--- config.mk ---
export PLATFORM = sky130hd
export DESIGN_NAME = ssd_scan_driver_flat
export DESIGN_NICKNAME = d
export VERILOG_FILES = /design/src/rtl/ssd_scan_if.sv /design/src/rtl/ssd_scan_driver.sv /design/src/flat_wrapper.sv
export SDC_FILE = /design/constraint.sdc
export NUM_CORES = 1
export LEC_CHECK = 0
export ABC_AREA = 0
export CAP_MARGIN = 20
export CORE_UTILIZATION = 25
export DETAILED_ROUTE_END_ITERATION = 8
export RECOVER_POWER = 25
export SLEW_MARGIN = 20
export SYNTH_ARGS = -nofsm -noshare
export SYNTH_HDL_FRONTEND = slang
export SYNTH_SLANG_ARGS = --single-unit
--- constraint.sdc ---
create_clock -name clk -period 2.6 [get_ports clk]
set_clock_uncertainty 0.05 [all_clocks]
set_input_delay 0.52 -clock clk [delete_from_list [all_inputs] [get_ports clk]]
set_output_delay 0.52 -clock clk [all_outputs]
set_load 0.005 [all_outputs]
--- src/rtl/ssd_scan_if.sv ---
// Signal bundle between the lock FSM (master) and the 7-segment scan driver (slave).
// The master supplies the character word and blink mask; the slave drives the display pins.
interface ssd_scan_if;
    logic [19:0] ssd;
    logic [3:0]  blink_mask;
    logic [3:0]  an;
    logic [6:0]  seg;
    logic        dp;
    logic        blink_on;

    modport master (
        output ssd,
        output blink_mask,
        input  an,
        input  seg,
        input  dp,
        input  blink_on
    );

    modport slave (
        input  ssd,
        input  blink_mask,
        output an,
        output seg,
        output dp,
        output blink_on
    );
endinterface

--- src/rtl/ssd_scan_driver.sv ---
// Time-multiplexes four 5-bit character codes onto a common-anode 7-segment display
// (active-low anodes/segments) and generates the blink phase for digits under entry.
module ssd_scan_driver #(
    parameter int REFRESH_DIV = 100000,
    parameter int BLINK_DIV   = 50000000
) (
    input  logic       clk,
    input  logic       rst,
    ssd_scan_if.slave  bus
);
    localparam int RW = (REFRESH_DIV > 1) ? $clog2(REFRESH_DIV) : 1;
    localparam int BW = (BLINK_DIV > 1) ? $clog2(BLINK_DIV) : 1;
    localparam logic [RW-1:0] REFRESH_LAST = RW'(REFRESH_DIV - 1);
    localparam logic [BW-1:0] BLINK_LAST   = BW'(BLINK_DIV - 1);
    localparam logic [6:0]    SEG_BLANK    = 7'b1111111;

    logic [RW-1:0] refresh_cnt, refresh_cnt_next;
    logic [BW-1:0] blink_cnt, blink_cnt_next;
    logic [1:0]    digit_idx, digit_idx_next;
    logic          blink_on, blink_on_next;
    logic [4:0]    char_code;
    logic [6:0]    glyph;
    logic [6:0]    seg_next;
    logic [3:0]    an_next;
    logic [3:0]    an;
    logic [6:0]    seg;

    // Refresh and blink timers run independently; both may wrap on the same cycle.
    always_comb begin
        refresh_cnt_next = refresh_cnt + RW'(1);
        digit_idx_next   = digit_idx;
        blink_cnt_next   = blink_cnt + BW'(1);
        blink_on_next    = blink_on;
        if (refresh_cnt == REFRESH_LAST) begin
            refresh_cnt_next = '0;
            digit_idx_next   = digit_idx + 2'd1;
        end
        if (blink_cnt == BLINK_LAST) begin
            blink_cnt_next = '0;
            blink_on_next  = ~blink_on;
        end
    end

    always_comb begin
        char_code = bus.ssd[4:0];
        case (digit_idx)
            2'd0: char_code = bus.ssd[4:0];
            2'd1: char_code = bus.ssd[9:5];
            2'd2: char_code = bus.ssd[14:10];
            2'd3: char_code = bus.ssd[19:15];
            default: char_code = bus.ssd[4:0];
        endcase
    end

    // Segment order {g,f,e,d,c,b,a}, active low; unused codes fall through to blank.
    always_comb begin
        glyph = SEG_BLANK;
        case (char_code)
            5'd0:  glyph = 7'b1000000;
            5'd1:  glyph = 7'b1111001;
            5'd2:  glyph = 7'b0100100;
            5'd3:  glyph = 7'b0110000;
            5'd4:  glyph = 7'b0011001;
            5'd5:  glyph = 7'b0010010;
            5'd6:  glyph = 7'b0000010;
            5'd7:  glyph = 7'b1111000;
            5'd8:  glyph = 7'b0000000;
            5'd9:  glyph = 7'b0010000;
            5'd10: glyph = 7'b0001000;
            5'd11: glyph = 7'b0000011;
            5'd12: glyph = 7'b1000110;
            5'd13: glyph = 7'b0100001;
            5'd14: glyph = 7'b0000110;
            5'd15: glyph = 7'b0001110;
            5'd16: glyph = 7'b1000111;
            5'd17: glyph = 7'b0100001;
            5'd18: glyph = 7'b0001100;
            5'd19: glyph = 7'b0101011;
            5'd20: glyph = 7'b0111111;
            default: glyph = SEG_BLANK;
        endcase
    end

    // The anode stays on while a blinking digit is blanked so the scan duty cycle is unchanged.
    always_comb begin
        an_next  = ~(4'b0001 << digit_idx);
        seg_next = (bus.blink_mask[digit_idx] && !blink_on) ? SEG_BLANK : glyph;
    end

    always_ff @(posedge clk or posedge rst) begin
        if (rst) begin
            refresh_cnt <= '0;
            digit_idx   <= 2'd0;
            blink_cnt   <= '0;
            blink_on    <= 1'b1;
            an          <= 4'b1111;
            seg         <= SEG_BLANK;
        end else begin
            refresh_cnt <= refresh_cnt_next;
            digit_idx   <= digit_idx_next;
            blink_cnt   <= blink_cnt_next;
            blink_on    <= blink_on_next;
            an          <= an_next;
            seg         <= seg_next;
        end
    end

    assign bus.an       = an;
    assign bus.seg      = seg;
    assign bus.dp       = 1'b1;
    assign bus.blink_on = blink_on;
endmodule
--- src/flat_wrapper.sv ---
// flat-port wrapper written by rule: the top's interface ports become plain ports
module ssd_scan_driver_flat 
#(
    parameter int REFRESH_DIV = 100000,
    parameter int BLINK_DIV   = 50000000
)
  (clk, rst, bus_ssd, bus_blink_mask, bus_an, bus_seg, bus_dp, bus_blink_on);
  ssd_scan_if bus_i ();
  input  logic clk;
  input  logic rst;
  input wire logic [$bits(bus_i.ssd)-1:0] bus_ssd;
  input wire logic [$bits(bus_i.blink_mask)-1:0] bus_blink_mask;
  output wire logic [$bits(bus_i.an)-1:0] bus_an;
  output wire logic [$bits(bus_i.seg)-1:0] bus_seg;
  output wire logic [$bits(bus_i.dp)-1:0] bus_dp;
  output wire logic [$bits(bus_i.blink_on)-1:0] bus_blink_on;
  assign bus_i.ssd = bus_ssd;
  assign bus_i.blink_mask = bus_blink_mask;
  assign bus_an = bus_i.an;
  assign bus_seg = bus_i.seg;
  assign bus_dp = bus_i.dp;
  assign bus_blink_on = bus_i.blink_on;
  ssd_scan_driver #(.REFRESH_DIV(REFRESH_DIV), .BLINK_DIV(BLINK_DIV)) u_core (.clk(clk), .rst(rst), .bus(bus_i));
endmodule
==> out/metrics.yaml <==
run_status: "finished, final reports clean"
place.port_buffers: 37
finalWirelength_um: 5960
synthesis.yosys.warnings: 0
netlist_instances: 290
area_growth_syn_to_layout_pct: 28.9
chipHeight_um: 113
final_util: 0.329
total_area_of_multi_input_combinational_cells_um2: 1490
setup_viol: 0
synth_area_um2: 3060
slew_viol_final: 0
gp_congestion: 0.768
worst_ir_drop_vdd_mv: 0.363
core_area_um2: 12000
htreeDepth: 3
detail_route.first_pass.iterations: 5
reg2reg_depth: 7
startpoint_type: "register"
synth.area.top_cells: "sky130_fd_sc_hd__dfrtp_1 37%, sky130_fd_sc_hd__dfstp_2 10%, sky130_fd_sc_hd__xnor2_1 5.7%"
clk_transition_reported_paths_ns: 0.05
sequential_cell_area_um2: 1440
placed_cells_incl_taps: 471
min_path_cells: 1
worst_setup_path_end_kind: "register"
first_pass_grt_wire_length_um: 10200
floorplan.initialDensity: 0.255
pwr_density_cell_nw_per_um2: 606
p_leak_uw: 0.00176
drtAntennaViolNets: 0
cts_setup_buffers: 0
critical_path_arrival_ns: 2.59
synth_enable_flop_cells: 0
finish.net_count: 374
avgRoutedWirePerCell_um: 12.2
antennaDiodeCount: 0
finalWorstPathRequiredPeriod_ns: 2.42
buffer_levels_on_the_longest_clock_path: 2
clock_latency_late_sink_ns: 0.32
transition_time_at_the_pin_with_the_least_slew_margin_ns: 1.37
finalNonFillerCells: 487
row_count: 40
drc: 0
place_hpwl_um: 4200
synth-main-ff-cell: "sky130_fd_sc_hd__dfrtp_1"
cts_buffers: 9
synthesis.nets: 329
clockRootBuffer: "sky130_fd_sc_hd__clkbuf_16"
post-synth-top-area-cell: "sky130_fd_sc_hd__dfrtp_1"
synth.avg_cell_area_um2: 10.5
vias: 2191
fp.dieArea_um2: 12700
synth_sequential_area_ratio: 0.472
antenna_violations_before_repair: 0
setup.worst_path.class: "register to register"
timing.hold.worst.class: "register to register"
cts_num_sinks: 57
pin_count_of_the_biggest_net_entering_global_routing: 58
die_x_um: 113
finalHoldViolCount: 0
worst-path-max-fanout: 9
nFillCells: 1194
totalNegativeSetupSlack_ns: 0
ys_async_sr_fraction: 1.00
ys_types: 54
max_freq_mhz: 412
maxSlewHeadroom: 0.0885
via_count_of_the_first_global_routing_pass: 2188
ys_seq_elements: 57
vias_per_cell: 4.50
ios: 39
tritoncts: "built"
grt_remaining_overflow: 0
grt_util_all_layers: 0.100
yosysTopAreaCellShare: 0.369
cp.required_ns: 2.76
timing.max_cap.violations: 0
drt_first_iter_violations: 171
post_route_cells_drive_above_1_share: 0.138
fin_crit_sh: 0.933
grt_setup_unrepaired: "false"
metal layers:
metal,track usage,share of wire
met2,0.156,0.47
met5,0,0
met1,0.132,0.49
met4,0.0284,0.0054
met3,0.0351,0.033
critical path: stages (launching register included):
cell                       delay, ns
sky130_fd_sc_hd__dfrtp_1        0.41
sky130_fd_sc_hd__inv_1          0.15
sky130_fd_sc_hd__ha_1           0.39
sky130_fd_sc_hd__mux2_2         0.47
sky130_fd_sc_hd__ha_1           0.25
sky130_fd_sc_hd__and2b_1        0.17
sky130_fd_sc_hd__a222oi_1       0.30
sky130_fd_sc_hd__o211ai_1       0.12
worst paths after layout:
check	to	startpoint	slack (ns)
setup / recovery	u_core.bus.seg[0]	u_core.digit_idx[1]	0.18
hold / removal	u_core.blink_cnt[0]	u_core.blink_cnt[0]	0.40
setup reg to reg	u_core.bus.seg[0]	u_core.digit_idx[1]	0.18
hold reg to reg	u_core.blink_cnt[0]	u_core.blink_cnt[0]	0.40
max in group asynchronous	u_core.blink_cnt[0]	rst	0.62
min in group asynchronous	u_core.refresh_cnt[14]	rst	1.04
layout make-up:
cell class	count	area share
tap	147	0.0467
inverter	18	0.0172
timing repair buffer	43	0.105
clock inverter	5	0.0260
clock buffer	11	0.0616
sequential	57	0.366
multi-input combinational	206	0.378
state kept, by name (all words and copies together), names as in the netlist:
| signal | flops |
|---|---|
| u_core.blink_cnt | 26 |
| u_core.refresh_cnt | 17 |
| u_core.bus.an | 4 |
| u_core.bus.seg | 7 |
| u_core.bus.blink_on | 1 |
| u_core.digit_idx | 2 |
Yosys cell counts, types with 2 or more instances:
cell and number:
sky130_fd_sc_hd__o21ai_0 5, sky130_fd_sc_hd__nand4_1 6, sky130_fd_sc_hd__mux2i_1 7, sky130_fd_sc_hd__nor4_1 2
sky130_fd_sc_hd__and4_1 7, sky130_fd_sc_hd__a21oi_1 5, sky130_fd_sc_hd__buf_4 5, sky130_fd_sc_hd__nand2b_1 2
sky130_fd_sc_hd__ha_1 13, sky130_fd_sc_hd__nor3_1 6, sky130_fd_sc_hd__o21a_1 2, sky130_fd_sc_hd__inv_1 18
sky130_fd_sc_hd__nand2_1 19, sky130_fd_sc_hd__dfstp_2 12, sky130_fd_sc_hd__and3_1 3, sky130_fd_sc_hd__o2111ai_1 2
sky130_fd_sc_hd__buf_2 2, sky130_fd_sc_hd__a222oi_1 6, sky130_fd_sc_hd__xor2_1 20, sky130_fd_sc_hd__dfrtp_1 45
sky130_fd_sc_hd__nor2b_1 2, sky130_fd_sc_hd__nand3_1 17, sky130_fd_sc_hd__o211ai_1 2, sky130_fd_sc_hd__mux2_2 2
sky130_fd_sc_hd__nor2_1 32, sky130_fd_sc_hd__xnor2_1 20
stage by stage:
step	hold slack [ns]	setup slack, ns	total power [µW]	instance area [µm²]
2_1_floorplan	0.376	0.433	987	3060
3_3_place_gp	0.391	0.0976	1060	3600
3_5_place_dp	0.403	0.0429	1060	3600
4_1_cts	0.409	0.0987	2430	3950
5_1_grt	0.441	0.0144	2480	3940
6_report	0.403	0.175	2390	3940
repair_timing:
action	4_1_cts	5_1_grt
endpoints found under the setup margin	0	2
hold buffers	0	0
gates resized for setup	0	1
cell usage in the layout, fill, tap and decap left out, drive strengths merged, types with 12 or more instances in the layout:
cell type       n
nand3          17
nor2           33
dfstp          12
clkdlybuf4s50  36
clkbuf         12
ha             13
xnor2          20
inv            17
xor2           20
dfrtp          45
nand2          20
where the power goes:
part           internal [µW]  leakage (µW)  switching [µW]
registers                903      0.000726            2.19
clock network            959      0.000166             384
logic                   75.6      0.000868            64.3
kinds of logic (layout without fill, tap and decap cells):
group / after synthesis / count (layout) / synth area share
AO/OA/AOI/OAI: 28 / 28 / 0.0680
adder cells (fa/ha/maj): 13 / 13 / 0.0532
other: 1 / 1 / 0.00123
XOR/XNOR: 40 / 40 / 0.115
multiplexers: 11 / 11 / 0.0426
AND/OR/NAND/NOR: 113 / 113 / 0.206
buffers and inverters: 27 / 77 / 0.0426
flip-flops: 57 / 57 / 0.472
(Power assumes the default switching activity.)
